$ cat src/rtl/load_store_unit_if.sv
// rtl/load_store_unit_if.sv - request, response and data_memory signal bundle for load_store_unit
interface load_store_unit_if;
  // pipeline request
  logic        req_valid;
  logic        req_ready;
  logic        req_store;
  logic [1:0]  req_size;
  logic        req_unsigned;
  logic [31:0] req_addr;
  logic [31:0] req_wdata;
  // writeback response
  logic        resp_valid;
  logic [31:0] resp_rdata;
  logic        resp_err;
  // data_memory port
  logic        mem_read;
  logic        mem_write;
  logic [31:0] mem_addr;
  logic [31:0] mem_wdata;
  logic [31:0] mem_rdata;

  modport slave (
    input  req_valid, req_store, req_size, req_unsigned, req_addr, req_wdata, mem_rdata,
    output req_ready, resp_valid, resp_rdata, resp_err, mem_read, mem_write, mem_addr, mem_wdata
  );

  modport master (
    output req_valid, req_store, req_size, req_unsigned, req_addr, req_wdata, mem_rdata,
    input  req_ready, resp_valid, resp_rdata, resp_err, mem_read, mem_write, mem_addr, mem_wdata
  );
endinterface

$ cat src/rtl/load_store_unit.sv
// rtl/load_store_unit.sv - MEM-stage load/store sequencer with sub-word RMW; option macro LSU_ALIGN_TRAP_EN
module load_store_unit #(
  parameter int WORD_ADDR_W = 10
) (
  input  logic               clk,
  input  logic               rst_n,
  load_store_unit_if.slave   bus
);

  typedef enum logic [2:0] {IDLE, LOAD, RMW_RD, WRITE, DONE} state_t;

  state_t                   state;
  state_t                   state_nx;
  logic                     accept;
  logic                     req_err;
  logic [1:0]               eff_off;
  logic [1:0]               size_q;
  logic                     uns_q;
  logic [1:0]               off_q;
  logic [WORD_ADDR_W-1:0]   idx_q;
  logic [31:0]              wbuf_q;
  logic [31:0]              rdata_q;
  logic                     err_q;
  logic                     unused_addr_hi;

  // address bits above the word index wrap away
  assign unused_addr_hi = ^bus.req_addr[31:WORD_ADDR_W+2];

  assign accept = bus.req_valid && (state == IDLE);

  // extend the addressed lane of a read word
  function automatic logic [31:0] load_ext(input logic [31:0] word, input logic [1:0] size,
                                           input logic uns, input logic [1:0] off);
    logic [7:0]  b;
    logic [15:0] h;
    b = word[{off, 3'b000} +: 8];
    h = word[{off[1], 4'b0000} +: 16];
    case (size)
      2'b00:   load_ext = {{24{b[7] & ~uns}}, b};
      2'b01:   load_ext = {{16{h[15] & ~uns}}, h};
      default: load_ext = word;
    endcase
  endfunction

  // replace only the addressed lane of the old word with store data
  function automatic logic [31:0] merge(input logic [31:0] old, input logic [31:0] wd,
                                        input logic [1:0] size, input logic [1:0] off);
    logic [31:0] m;
    m = old;
    case (size)
      2'b00:   m[{off, 3'b000} +: 8]     = wd[7:0];
      2'b01:   m[{off[1], 4'b0000} +: 16] = wd[15:0];
      default: m = wd;
    endcase
    return m;
  endfunction

  // classify the incoming request: error and effective lane offset
  always_comb begin
    req_err = (bus.req_size == 2'b11);
    eff_off = bus.req_addr[1:0];
`ifdef LSU_ALIGN_TRAP_EN
    if ((bus.req_size == 2'b01 && bus.req_addr[0]) ||
        (bus.req_size == 2'b10 && bus.req_addr[1:0] != 2'b00)) begin
      req_err = 1'b1;
    end
`else
    if (bus.req_size == 2'b01) begin
      eff_off = {bus.req_addr[1], 1'b0};
    end else if (bus.req_size == 2'b10) begin
      eff_off = 2'b00;
    end
`endif
  end

  // state register
  always_ff @(posedge clk) begin
    if (!rst_n) begin
      state <= IDLE;
    end else begin
      state <= state_nx;
    end
  end

  // next-state selection
  always_comb begin
    state_nx = state;
    case (state)
      IDLE: begin
        if (accept) begin
          if (req_err) begin
            state_nx = DONE;
          end else if (bus.req_store) begin
            state_nx = (bus.req_size == 2'b10) ? WRITE : RMW_RD;
          end else begin
            state_nx = LOAD;
          end
        end
      end
      LOAD:    state_nx = DONE;
      RMW_RD:  state_nx = WRITE;
      WRITE:   state_nx = DONE;
      DONE:    state_nx = IDLE;
      default: state_nx = IDLE;
    endcase
  end

  // state-decoded outputs; memory bus idles at zero outside an access
  always_comb begin
    bus.req_ready  = (state == IDLE);
    bus.mem_read   = (state == LOAD) || (state == RMW_RD);
    bus.mem_write  = (state == WRITE);
    bus.mem_addr   = 32'd0;
    bus.mem_wdata  = 32'd0;
    bus.resp_valid = (state == DONE);
    bus.resp_rdata = 32'd0;
    bus.resp_err   = 1'b0;
    if (bus.mem_read || bus.mem_write) begin
      bus.mem_addr = {{(32-WORD_ADDR_W){1'b0}}, idx_q};
    end
    if (state == WRITE) begin
      bus.mem_wdata = wbuf_q;
    end
    if (state == DONE) begin
      bus.resp_rdata = rdata_q;
      bus.resp_err   = err_q;
    end
  end

  // request latch, load capture and RMW merge
  always_ff @(posedge clk) begin
    if (!rst_n) begin
      size_q  <= 2'b00;
      uns_q   <= 1'b0;
      off_q   <= 2'b00;
      idx_q   <= '0;
      wbuf_q  <= 32'd0;
      rdata_q <= 32'd0;
      err_q   <= 1'b0;
    end else begin
      case (state)
        IDLE: begin
          if (accept) begin
            size_q  <= bus.req_size;
            uns_q   <= bus.req_unsigned;
            off_q   <= eff_off;
            idx_q   <= bus.req_addr[WORD_ADDR_W+1:2];
            wbuf_q  <= bus.req_wdata;
            rdata_q <= 32'd0;
            err_q   <= req_err;
          end
        end
        LOAD:    rdata_q <= load_ext(bus.mem_rdata, size_q, uns_q, off_q);
        RMW_RD:  wbuf_q  <= merge(bus.mem_rdata, wbuf_q, size_q, off_q);
        default: ;
      endcase
    end
  end

endmodule

$ cat src/flat_wrapper.sv
// flat-port wrapper written by rule: the top's interface ports become plain ports
module load_store_unit_flat 
#(
  parameter int WORD_ADDR_W = 10
)
  (clk, rst_n, bus_req_valid, bus_req_store, bus_req_size, bus_req_unsigned, bus_req_addr, bus_req_wdata, bus_mem_rdata, bus_req_ready, bus_resp_valid, bus_resp_rdata, bus_resp_err, bus_mem_read, bus_mem_write, bus_mem_addr, bus_mem_wdata);
  load_store_unit_if bus_i ();
  input  logic clk;
  input  logic rst_n;
  input wire logic [$bits(bus_i.req_valid)-1:0] bus_req_valid;
  input wire logic [$bits(bus_i.req_store)-1:0] bus_req_store;
  input wire logic [$bits(bus_i.req_size)-1:0] bus_req_size;
  input wire logic [$bits(bus_i.req_unsigned)-1:0] bus_req_unsigned;
  input wire logic [$bits(bus_i.req_addr)-1:0] bus_req_addr;
  input wire logic [$bits(bus_i.req_wdata)-1:0] bus_req_wdata;
  input wire logic [$bits(bus_i.mem_rdata)-1:0] bus_mem_rdata;
  output wire logic [$bits(bus_i.req_ready)-1:0] bus_req_ready;
  output wire logic [$bits(bus_i.resp_valid)-1:0] bus_resp_valid;
  output wire logic [$bits(bus_i.resp_rdata)-1:0] bus_resp_rdata;
  output wire logic [$bits(bus_i.resp_err)-1:0] bus_resp_err;
  output wire logic [$bits(bus_i.mem_read)-1:0] bus_mem_read;
  output wire logic [$bits(bus_i.mem_write)-1:0] bus_mem_write;
  output wire logic [$bits(bus_i.mem_addr)-1:0] bus_mem_addr;
  output wire logic [$bits(bus_i.mem_wdata)-1:0] bus_mem_wdata;
  assign bus_i.req_valid = bus_req_valid;
  assign bus_i.req_store = bus_req_store;
  assign bus_i.req_size = bus_req_size;
  assign bus_i.req_unsigned = bus_req_unsigned;
  assign bus_i.req_addr = bus_req_addr;
  assign bus_i.req_wdata = bus_req_wdata;
  assign bus_i.mem_rdata = bus_mem_rdata;
  assign bus_req_ready = bus_i.req_ready;
  assign bus_resp_valid = bus_i.resp_valid;
  assign bus_resp_rdata = bus_i.resp_rdata;
  assign bus_resp_err = bus_i.resp_err;
  assign bus_mem_read = bus_i.mem_read;
  assign bus_mem_write = bus_i.mem_write;
  assign bus_mem_addr = bus_i.mem_addr;
  assign bus_mem_wdata = bus_i.mem_wdata;
  load_store_unit #(.WORD_ADDR_W(WORD_ADDR_W)) u_core (.clk(clk), .rst_n(rst_n), .bus(bus_i));
endmodule
$ cat config.mk
export PLATFORM = sky130hd
export DESIGN_NAME = load_store_unit_flat
export DESIGN_NICKNAME = d
export VERILOG_FILES = /design/src/rtl/load_store_unit_if.sv /design/src/rtl/load_store_unit.sv /design/src/flat_wrapper.sv
export SDC_FILE = /design/constraint.sdc
export NUM_CORES = 1
export LEC_CHECK = 0
export ABC_AREA = 1
export ABC_CLOCK_PERIOD_IN_PS = 3000
export CAP_MARGIN = 20
export CORE_UTILIZATION = 40
export CTS_BUF_LIST = sky130_fd_sc_hd__clkbuf_2
export DETAILED_ROUTE_END_ITERATION = 10
export PLACE_DENSITY = 0.73
export SETUP_SLACK_MARGIN = 0.3
export SLEW_MARGIN = 40
export SYNTH_ARGS = -nofsm -noshare
export SYNTH_HDL_FRONTEND = slang
export SYNTH_SLANG_ARGS = --single-unit
$ cat constraint.sdc
create_clock -name clk -period 3 [get_ports clk]
set_clock_uncertainty 0.2 [all_clocks]
set_input_delay 0.6 -clock clk [delete_from_list [all_inputs] [get_ports clk]]
set_output_delay 0.6 -clock clk [all_outputs]
set_load 0.05 [all_outputs]
==> reports/results.md, run 1 <==
- 43.6% — Net Sw Frac
- 2.72 ns — clock period minus worst slack
- 0 — GRT Residual Overflow
- 22.4% — fraction of final layout cells with drive strength greater than 1
- 0 — final setup violation count
- 0 — maximum capacitance violations
- 0.62 ns — later-pin clock latency in the skew report
- 83 — TritonCTS sink count
- 0.972 — gp weighted congestion
- 0 — ANT nets after route
- 2.20 ns — data required time of the worst path
- 2 — CTS Buffer Depth
- 0 — initial antenna violation count
- u_core.rdata_q[8]$_SDFFE_PN0P_ — hold endpoint
- 83 — post-synthesis sequential element count
- 42.7% — combinational group share of total power
- 204 — Top Ports
- 916 — cells after synthesis
- 404 nW/µm² — power per cell area
- 5 — maximum net fanout on the critical path
- 1.84 mW — Internal Power
- 1,171 — post-layout net count
- 0.368 GHz — upper clock frequency limit
- 119 µm — die height
- dfxtp_1 — top flip-flop cell by instance count after synthesis
- 0 — final number of max-transition violations
- 0 — Inserted Diodes
- 5 — 1st-pass router iterations
- 26.0% — GRT Util Overall
- true — unrepaired setup endpoints after global routing
- 14.0 mm — placed wire-length estimate
- 1,312 — filler instances
- 0.22 ns — clock-pin slew reported for the worst setup and hold paths after clock tree synthesis
- register — kind of launch point of the worst setup path
- nand2_1, nor2_1, inv_1 — leading cell types by count after synthesis
- 38 — maximum number of pins on one net before global-route repair
- 0 — warnings from Yosys
- 1670 µm² — area taken by flip-flops and latches
- 119 µm — Chip Width
- 18.6 mm — final wirelength
- 0.658 ns — Tightest Pin Transition
- 0 ns — setup TNS
- 30.2% — fraction of synthesized cell area taken by the top area cell type
- 1.42 mW — switching power
- 42 — standard-cell row count
- 161 — number of buffers added on ports
- 41.3% — sequential fraction of design power
- 502 — number of violations reported at the end of detailed-routing iteration 0
- 5.03 — via/cell ratio
- 14,200 µm² — full die area
- 41.3% — Starting Density
- 3320 µm² — area of the multi-input gates
- 56.1% — Worst slew margin
- 0 — final number of hold-violating endpoints
- 1.92 ns — data arrival time of the critical path
- 0 — Hold-fix buffers, CTS
- output pin — Setup crit end kind
- 0 — number of enable-type register cells in the synthesized netlist
- reg -> reg — hold crit path type
- 9 — clock buffers created by TritonCTS
- 0% — FFs w/ async S/R, synth
- clkbuf_2 — cell at the root of the clock tree
- reg -> out — startpoint-to-endpoint class of the critical path
- 2 — number of cells on the worst hold path
- complete, no violations — status
- 3.26 mW — total power consumption of the routed design
- 13,300 µm² — Floorplan Core Area
- u_core.rdata_q[8]$_SDFFE_PN0P_ — hold wc startpoint
- 5,610 — vias in the first global route
- 5510 µm² — cell area after synthesis
- 14.9 µm — average wire length per cell after detail routing
- 16.0% — Clk pwr share
- 7570 µm² — post-placement cell area
- 34 — number of different library cells in the post-synthesis netlist
- 30.2% — sequential cell area fraction in the yosys report
- 0.63 ns — slack of the worst reg-to-reg path
- 28.6 mm — global-route wire length before repair
- dfxtp_1 — library cell with the largest summed area after synthesis
- 90.5% — final worst-path cycle share
- 3 — deepest level of the CTS H-tree
- 268 µV — Peak supply drop
- 3.26 nW — LEAKAGE
- nand2_1 — most numerous cell in the Yosys netlist
- 8070 µm² — post-layout instance area
- 60.5% — Final Core Density
- 46.5% — post-synthesis to final-layout area growth
- 7 — Worst R2R Path Depth
- u_core.off_q[0]$_SDFFE_PN0P_ — worst flop-to-flop path startpoint
- 0 — Residual DRC
- 6,252 — number of vias in the routed layout
- dfxtp_1, nand2_1, a21oi_1, nor2_1, inv_1 — largest cells by area after synthesis
- u_core.wbuf_q[29]$_SDFFE_PN0P_ — worst reg2reg path endpoint
- 6.02 µm² — average size of a mapped cell
- yes — clock tree from TritonCTS
worst max-delay path by stage:
stage,to,depth (start not counted),startpoint,slack (ns)
final,bus_mem_addr[0],8,u_core.state[2]$_SDFFE_PN0N_,0.28
after detailed placement,u_core.rdata_q[25]$_SDFFE_PN0P_,9,bus_mem_rdata[23],0.51
after global placement,bus_mem_wdata[27],5,u_core.state[1]$_SDFFE_PN0N_,0.51
after CTS,bus_mem_addr[6],8,u_core.state[2]$_SDFFE_PN0N_,0.23
after global routing,bus_mem_addr[0],7,u_core.state[0]$_SDFFE_PN0N_,0.20
after floorplan,bus_resp_rdata[10],4,u_core.state[1]$_SDFFE_PN0N_,0.12
state kept, by name, summed over array words and instances, names as in the netlist:
| signal | flops |
|---|---|
| u_core.wbuf_q | 32 |
| u_core.off_q | 2 |
| u_core.err_q | 1 |
| u_core.size_q | 2 |
| u_core.rdata_q | 32 |
| u_core.state | 3 |
| u_core.uns_q | 1 |
| u_core.idx_q | 10 |
power groups by stage:
stage	Combinational, mW	Sequential [mW]	Clock (mW)
after floorplan	0.935	1.32	0
after global placement	1.28	1.36	0
after detailed placement	1.28	1.37	0
after CTS	1.32	1.34	0.533
after global routing	1.54	1.37	0.584
final	1.40	1.35	0.522
placed cells by master, fill, tap and decap left out, drive strengths merged, types with 15 or more instances in the layout:
master,netlist,routed
inv,127,127
nor2,130,131
nand2,243,243
nand3,19,19
a21oi,93,93
o211ai,15,15
dfxtp,83,83
buf,43,99
clkdlybuf4s50,0,82
conb,1,22
o21ai,79,79
routing by layer:
layer	track usage, %	wire [µm]
met1	33.6	7790
met2	40.8	8630
met3	5.65	1570
met4	12.4	608
met5	0	0
stage by stage:
stage / setup WS [ns] / std cells / hold WS, ns
after global placement: 0.505 / 1217 / 0.239
after floorplan: 0.123 / 937 / 0.230
after detailed placement: 0.510 / 1217 / 0.243
after global routing: 0.198 / 1244 / 0.296
after CTS: 0.232 / 1237 / 0.268
final: 0.284 / 1244 / 0.282
worst max-delay path, cell delays in order (launching register included):
cell and delay (ns):
dfxtp_4 0.40, buf_4 0.14, nor2_4 0.11, nand2_4 0.09, nand2_4 0.12, nor2_4 0.05, buf_12 0.14, nor2_2 0.12
buf_12 0.15
cell type report:
cell class,instances,area share [%]
Clock buffer,10,0.620
Sequential cell,83,20.7
Clock inverter,6,0.403
Multi-Input combinational cell,657,41.2
Timing Repair Buffer,184,28.2
Inverter,128,6.11
Tap cell,176,2.73
cells by family (layout without fill, tap and decap cells):
| kind of cell | count (synthesis) | in the layout | synth area share, % |
|---|---|---|---|
| other cells | 1 | 22 | 0.0681 |
| fa+ha+maj | 5 | 5 | 1.14 |
| flops | 83 | 83 | 30.2 |
| simple gates | 412 | 413 | 31.0 |
| compound gates | 217 | 217 | 21.6 |
| buf+inv | 198 | 328 | 16.1 |
repair_timing:
action | 4_1_cts | 5_1_grt
resized for setup | 35 | 79
buffers inserted | 3 | 7
pin swaps | 2 | 4
cloned | 1 | 0
setup endpoints to repair | 78 | 76
(Power assumes the default switching activity.)
==> run 2, diff against run 1 <==
Settings changed: ABC_AREA 1 to not set, CELL_PAD_IN_SITES_DETAIL_PLACEMENT set to 1, CELL_PAD_IN_SITES_GLOBAL_PLACEMENT set to 1, CORE_UTILIZATION 40 to 34, PLACE_DENSITY 0.73 to not set, PLACE_DENSITY_LB_ADDON set to 0.1.
==> reports/results.md, run 2 <==
- complete, no violations — status
- 23.8% — fraction of final layout cells with drive strength greater than 1
- 0 — warnings from Yosys
- 44 — standard-cell row count
- 0% — FFs w/ async S/R, synth
- dfxtp_1, nand2_1, and2_1, buf_4, o21ai_0 — largest cells by area after synthesis
- clkbuf_2 — cell at the root of the clock tree
- met4 — topmost layer with routed signal wires
- 0.23 ns — clock-pin slew reported for the worst setup and hold paths after clock tree synthesis
- 0.46 ns — CP max stage delay
- 20.5 µm — average wire length per cell after detail routing
- and3b_2 -> buf_12 -> buf_12 -> and2_1 -> buf_6 — critical-path cell list
- 299 — number of violations reported at the end of detailed-routing iteration 0
- 9 — clock buffers created by TritonCTS
- output pin — Setup crit end kind
- 2 — CTS Buffer Depth
- 29.1 mm — global-route wire length before repair
- 161 — number of buffers added on ports
- yes — clock tree from TritonCTS
- buf_12 — Most Frequent Cell on Critical Path
- 5.49 — via/cell ratio
- 15,500 µm² — full die area
- reg -> out — startpoint-to-endpoint class of the critical path
- 52.2% — Final Core Density
- 7.97 µm² — average size of a mapped cell
- 9.83 mm — total length of routed met2 wires
- 3 — worst path bufs/invs
- 1 — initial antenna violation count
- 51 — maximum number of pins on one net before global-route repair
- nand2_1 — most numerous cell in the Yosys netlist
- 2.20 ns — data required time of the worst path
- dfxtp_1 — library cell with the largest summed area after synthesis
- 125 µm — die height
- 35.1% — Starting Density
- 32.5% — sequential cell area fraction in the yosys report
- flip-flops — Top Family by Delay on Critical Path
- dfxtp_1 — top flip-flop cell by instance count after synthesis
- 1.88 ns — data arrival time of the critical path
- u_core.rdata_q x32, u_core.wbuf_q x32, u_core.idx_q x10 — leading registers by flop count
- 1,644 — filler instances
- nand2_1, dfxtp_1, and2_1 — leading cell types by count after synthesis
- 14.2 mm — placed wire-length estimate
- 5,244 — vias in the first global route
- 0 — final number of hold-violating endpoints
- 6 — maximum net fanout on the critical path
- 0.373 GHz — upper clock frequency limit
- 5 — 1st-pass router iterations
- 0 — maximum capacitance violations
- reg -> reg — hold crit path type
- 48.7% — post-synthesis to final-layout area growth
- 0 — final number of max-transition violations
- 14,600 µm² — Floorplan Core Area
- 0 — Hold-fix buffers, CTS
- 5,372 — number of vias in the routed layout
- 32.5% — fraction of synthesized cell area taken by the top area cell type
- 64 — number of different library cells in the post-synthesis netlist
- 3.12 nW — LEAKAGE
- 83 — TritonCTS sink count
- 125 µm — Chip Width
- nand2_1 — most common library cell in the layout ignoring fill and taps
- 211 µV — Peak supply drop
- 933 µm — met3 WL
- 0.58 ns — later-pin clock latency in the skew report
- true — unrepaired setup endpoints after global routing
- 20.1 mm — final wirelength
- 0 ns — setup TNS
- 0 — final setup violation count
- 2.68 ns — clock period minus worst slack
- 3 — deepest level of the CTS H-tree
- register — kind of launch point of the worst setup path
- 0 — Residual DRC
- 391 nW/µm² — power per cell area
- 204 — Top Ports
- 0.839 — gp weighted congestion
- 83 — post-synthesis sequential element count
- 5120 µm² — cell area after synthesis
- nand2_1, clkdlybuf4s50_1, dfxtp_1, o21ai_0, buf_12 — most frequent cells in the layout
- 0 — number of enable-type register cells in the synthesized netlist
- dfxtp_4 — crit path max-delay cell type
- 0.731 ns — Tightest Pin Transition
- 24.1% — GRT Util Overall
- 9.01 mm — DRT met1 WL
- 642 — cells after synthesis
- 89.3% — final worst-path cycle share
- 51.3% — Worst slew margin
- 0 — GRT Residual Overflow
- 0 — ANT nets after route
- 896 — post-layout net count
-- run 2: cell types whose count changed after synthesis, moves of 23 or more --
cell,previous run,this run
a21oi_1,93,27
inv_1,119,11
and2_1,0,44
nor2_1,123,24
a221oi_1,0,23
o21ai_0,79,43
and3_1,0,34
nand2_1,234,87
-- run 2: final timing paths --
path	from	endpoint	slack, ns	cells past startpoint
min	u_core.idx_q[6]$_SDFFE_PN0P_	u_core.idx_q[6]$_SDFFE_PN0P_	0.27	2
max	u_core.state[0]$_SDFFE_PN0N_	bus_mem_wdata[2]	0.32	5
max reg2reg	u_core.off_q[1]$_SDFFE_PN0P_	u_core.wbuf_q[25]$_SDFFE_PN0P_	0.60	7
min reg2reg	u_core.idx_q[6]$_SDFFE_PN0P_	u_core.idx_q[6]$_SDFFE_PN0P_	0.27	2
-- run 2: metrics by stage --
step	total power [mW]	std cells	setup slack [ns]	instance area, µm²	hold WS, ns
final	2.98	978	0.322	7610	0.266
after global routing	3.11	978	0.245	7610	0.292
after CTS	2.95	966	0.283	7230	0.271
after detailed placement	2.10	947	0.330	6990	0.236
after global placement	2.07	947	0.323	6990	0.226
after floorplan	1.81	663	0.336	5200	0.216
-- run 2: cells by family after synthesis --
logic type / count (synthesis) / share of synthesized area, %
AO/OA/AOI/OAI: 203 / 27.5
AND/OR/NAND/NOR: 238 / 24.5
buffers and inverters: 92 / 9.88
XOR/XNOR: 1 / 0.171
multiplexers: 19 / 4.16
other: 1 / 0.0733
flip-flops: 83 / 32.5
adder cells (fa/ha/maj): 5 / 1.22
-- run 2: final cells by class --
cell class | count | area [µm²] | area share [%]
multi-input cells | 488 | 3120 | 41.1
flip-flops and latches | 83 | 1670 | 22.0
diodes | 1 | 2.50 | 0.0329
clock inverters | 6 | 128 | 1.68
clock buffers | 10 | 50.0 | 0.658
well taps | 184 | 230 | 3.03
repair buffers | 193 | 2350 | 30.9
inverters | 13 | 48.8 | 0.641
-- run 2: layer usage --
layer	vias to the layer above	GRT usage, %
met4	0	7.16
met2	178	40.2
met1	2607	31.8
li1	2562	-
met3	25	3.61
met5	-	0
-- run 2: report_power, final --
part	switching (mW)	internal, mW
logic	0.514	0.333
clock network	0.408	0.440
registers	0.0864	1.20
-- run 2: worst register-to-register path: cells and delay by family, from the launching register on --
family,cells,cell delay [ns]
adders and majority gates,1,0.26
buffers and inverters,2,0.59
DFF,1,0.40
and+or+nand+nor,1,0.29
AOI/OAI and AO/OA,3,0.62
-- run 2: what timing repair did --
item / CTS / global route
gates resized for setup: 16 / 71
pin swaps: 0 / 10
setup buffers: 2 / 7
endpoints found under the hold margin: 0 / 0
endpoints found under the setup margin: 77 / 62
gates cloned: 1 / 4
==> RTL edit 1, RTL diff (settings of run 2) <==
`WORD_ADDR_W` is set to 10 in 2 places; all go to 12.
--- a/src/rtl/load_store_unit.sv
+++ b/src/rtl/load_store_unit.sv
@@ -2,3 +2,3 @@
 module load_store_unit #(
-  parameter int WORD_ADDR_W = 10
+  parameter int WORD_ADDR_W = 12
 ) (
--- a/src/flat_wrapper.sv
+++ b/src/flat_wrapper.sv
@@ -3,3 +3,3 @@
 #(
-  parameter int WORD_ADDR_W = 10
+  parameter int WORD_ADDR_W = 12
 )
Function: changed (Yosys sat finds a counterexample within 4 cycles, from zero or initial values and one cycle with rst_n low).
==> RTL edit 1 against run 2 <==
Worst setup slack lost 8.7 ps. Final area shrank 2.8%. Via count grew 1.6%. Routed wire length grew 0.49%. Largest cell class unchanged. Power shrank 0.34%. Sequential cell count grew 2. Critical path type unchanged. Area after synthesis grew 1.7%.
==> RTL edit 1: results (changes against run 2) <==
Outcome
  – Status: complete, no violations

Yosys
  – Mux share of post-synthesis cell area: 4.09% (-0.071 points)
  – Distinct cells, synth: 63 (-1.6%)
  – Mapped Cells: 651 (+1.4%)
  – Largest cells by area after synthesis: dfxtp_1, nand2_1, and2_1
  – Compound-cell area share of the yosys netlist: 27.4% (-0.13 points)
  – Top post-synthesis cells by count: nand2_1, dfxtp_1, and2_1
  – Seq/Total Area, Yosys: 32.7% (+0.22 points)
  – Synth Area in XOR/XNOR: 0.168% (-0.0029 points)

Timing
  – Minimum clock period: 2690 ps (+8.74 ps)
  – Slew Limit Headroom: 55.2% (+3.9 points)
  – Hold_ws: 261 ps (-4.93 ps)

GRT
  – Total GRT Usage: 25.8% (+1.8 points)
  – Initial antenna violation count: 0 (-1)
  – Vias in the first global route: 5710 (+8.9%)

Placed design
  – Dpl cells: 963 (+1.7%)
  – Input/output buffers: 165 (+2.5%)
  – DP Area: 7120 um2 (+1.8%)
  – Hpwl dp: 14.9 mm (+4.5%)
  – Routability congestion estimate: 0.847 (+0.99%)

Power and ir drop
  – Sequential power share: 44.2% (+1.1 points)
  – Pleak: 3.04 nW (-2.8%)
  – Sw Ratio: 35.2% (+1.3 points)
  – Clk pwr: 0.000807 W (-4.9%)
  – Max IR drop VDD: 0.170 mV (-19%)

Critical path
  – Reg2reg end: u_core.wbuf_q[29]
  – Cell family contributing the most delay on the critical path: simple AND/OR/NAND/NOR gates
  – Crit path largest cell delay: 430 ps (-30 ps)
  – Slowest-stage cell, CP: dfxtp_4
  – Max FO, Critical Path: 17 (+11)

CTS
  – Clock-pin slew on the worst setup and hold paths: 250 ps (+20 ps)
  – Clk_lat worst skew: 610 ps (+30 ps)
  – CTS Buffer Depth: 2 (unchanged)

Cells and area
  – Share of cells above drive strength 1: 19.8% (-4.1 points)
  – Final #Nets: 903 (+0.78%)
  – N_diodes: 0 (-1)
  – Largest registers: u_core.rdata_q (32), u_core.wbuf_q (32), u_core.idx_q (12)
  – Count of non-filler cells in the finished layout: 984 (+0.61%)

Route
  – Final WL: 20.2 mm (+0.49%)
  – Via count: 5458 (+1.6%)

Hold path
  – WHS Endpoint: u_core.rdata_q[15]
  – Hold Crit Start: u_core.rdata_q[15]
## RTL edit 1: changes by cell type in the layout (fill, tap and decap cells not counted), sizes merged, moves of 2 or more
cell,delta
a21boi,+2
and2,+2
clkdlybuf4s50,+2
conb,-2
dfxtp,+2
nand2b,+3
nand2,+4
clkbuf,-4
or2b,-3
## RTL edit 1: worst register-to-register path, cell delays in order (launching register included)
cell	delay [ps]
dfxtp_1	410
buf_4	370
ha_1	240
nor4bb_1	280
buf_4	210
a221oi_1	80
a211o_1	340
a31oi_1	170
## RTL edit 1: repair_timing
action,CTS,global route
gates resized for setup,20,6
buffers inserted,4,0
setup endpoints to repair,81,65
pin swaps,1,1
cloned,1,0
## RTL edit 1: logic make-up (layout without fill, tap and decap cells)
kind of cell / Yosys count / in the layout
simple gates: 244 / 244
compound gates: 205 / 205
buf+inv: 91 / 221
flops: 85 / 85
mux: 19 / 19
fa+ha+maj: 5 / 5
other cells: 1 / 20
xor+xnor: 1 / 1
## RTL edit 1: area by class of cell
type                       count  area [um2]
clock buffer                  10        50.0
clock inverter                 6         111
fill                        1785        7360
inverter                      13        48.8
multi-input combinational    494        3110
sequential                    85        1710
tap                          184         230
timing repair buffer         192        2140
## RTL edit 1: worst max-delay path by stage
stage                               start                 end  depth (start not counted)
after floorplan           u_core.state[2]       bus_req_ready                          4
after global placement      bus_req_valid    u_core.wbuf_q[0]                          6
after detailed placement    bus_req_valid   u_core.wbuf_q[20]                          6
after CTS                 u_core.state[1]  bus_resp_rdata[20]                          4
after global routing      u_core.state[0]  bus_resp_rdata[29]                          4
final                     u_core.state[0]   bus_resp_rdata[0]                          4
## RTL edit 1: per-layer routing
layer / GRT usage, % / routed length [um]
met4: 9.92 / 480
met1: 32.7 / 8890
met5: 0 / 0
met2: 44.4 / 9940
met3: 3.74 / 862
==> RTL edit 2, RTL diff (settings of run 2) <==
Made on the original files. Reset style: asynchronous (`rst_n`), changed in 2 clocked blocks.
--- a/src/rtl/load_store_unit.sv
+++ b/src/rtl/load_store_unit.sv
@@ -76,3 +76,3 @@
   // state register
-  always_ff @(posedge clk) begin
+  always_ff @(posedge clk or negedge rst_n) begin
     if (!rst_n) begin
@@ -130,3 +130,3 @@
   // request latch, load capture and RMW merge
-  always_ff @(posedge clk) begin
+  always_ff @(posedge clk or negedge rst_n) begin
     if (!rst_n) begin
Function: differs if rst_n is asserted again (counterexample within 4 cycles, from zero or initial values and one cycle with rst_n low); with rst_n held inactive, the same outputs for 10 cycles.
==> RTL edit 2 against run 2 <==
Routed wire length grew 4.1%. Via count shrank 0.61%. Worst setup slack lost 110 ps. Final area grew 12%. Sequential cell count is the same. Area after synthesis grew 2.7%. Critical path type unchanged.
Power is not compared: it rests on default switching activity, and its combinational part moved more than twofold at a synthesized area within 25%.
==> RTL edit 2: results (changes against run 2) <==
Yosys
  – Largest cells by area after synthesis: dfrtp_1, a221o_1, mux2i_1
  – Fraction of registers with async set/reset: 100% (+100 points)
  – Top post-synthesis cells by count: dfrtp_1, o21ai_0, and2_1
  – Seq/Total Area, Yosys: 39.5% (+7.0 points)
  – Syn avg cell area: 9.26 um2 (+16%)
  – Mux share of post-synthesis cell area: 8.78% (+4.6 points)
  – Count leader, synth: dfrtp_1
  – Synth Area in XOR/XNOR: 0.167% (-0.0046 points)
  – Compound-cell area share of the yosys netlist: 24.4% (-3.1 points)
  – Distinct cells, synth: 51 (-20%)

Cells and area
  – Clock-cell share: 1.72% (-0.62 points)
  – Fillers: 1624 (-1.2%)
  – Area of the multi-input gates: 3160 um2 (+1.0%)
  – Inverters: 15 (+2)
  – Non-clock buffer share: 33.3% (+2.4 points)
  – Final #Nets: 852 (-4.9%)

Placed design
  – Dpl cells: 891 (-5.9%)
  – DP Area: 7650 um2 (+9.5%)
  – Hpwl dp: 14.6 mm (+2.6%)
  – Routability congestion estimate: 0.844 (+0.61%)

Outcome
  – Status: complete, no violations

Die
  – Well Taps: 188 (+2.2%)

GRT
  – Initial antenna violation count: 2 (+1)
  – First-pass GRT wire length: 31.1 mm (+6.8%)
  – Largest net degree at the start of global routing: 53 (+3.9%)
  – Routing usage on met1: 33.7% (+2.0 points)
  – Met3 Usage GRT: 3.71% (+0.10 points)

Hold path
  – Hold Crit Start: u_core.wbuf_q[24]

Critical path
  – Crit path largest cell delay: 540 ps (+80 ps)
  – Slowest-stage cell, CP: dfrtp_2
  – Arr. time, crit path: 1990 ps (+110 ps)

Route
  – Wl on met1: 8.94 mm (-0.77%)
  – Final WL: 20.9 mm (+4.1%)
  – Drt initial violations: 390 (+30%)
  – Met3 wire len: 1.16 mm (+24%)
## RTL edit 2: cell count changes after synthesis, moves of 10 or more
cell | run 2 | this run
a221oi_1 | 23 | 4
a221o_1 | 1 | 31
a22oi_1 | 0 | 19
mux2i_1 | 10 | 27
dfrtp_1 | 0 | 83
buf_4 | 32 | 22
nand2_1 | 87 | 39
a21boi_1 | 10 | 0
dfxtp_1 | 83 | 0
a31oi_1 | 20 | 6
## RTL edit 2: power breakdown
part / switching, W / internal (W)
Sequential: 0.000481 / 0.00158
Clock: 0.000441 / 0.000280
Combinational: 0.00254 / 0.00203
Total: 0.00346 / 0.00389
## RTL edit 2: tightest hold or removal path: stages (launching register included)
cell	delay, ps
dfrtp_1	400
nand2_1	50
o21ai_0	60
## RTL edit 2: timing repair
item,CTS,global route
setup buffers,17,5
gates resized for setup,61,65
setup endpoints to repair,77,78
pin swaps,10,17
endpoints found under the hold margin,51,0
hold buffers,1,0
cloned,3,4
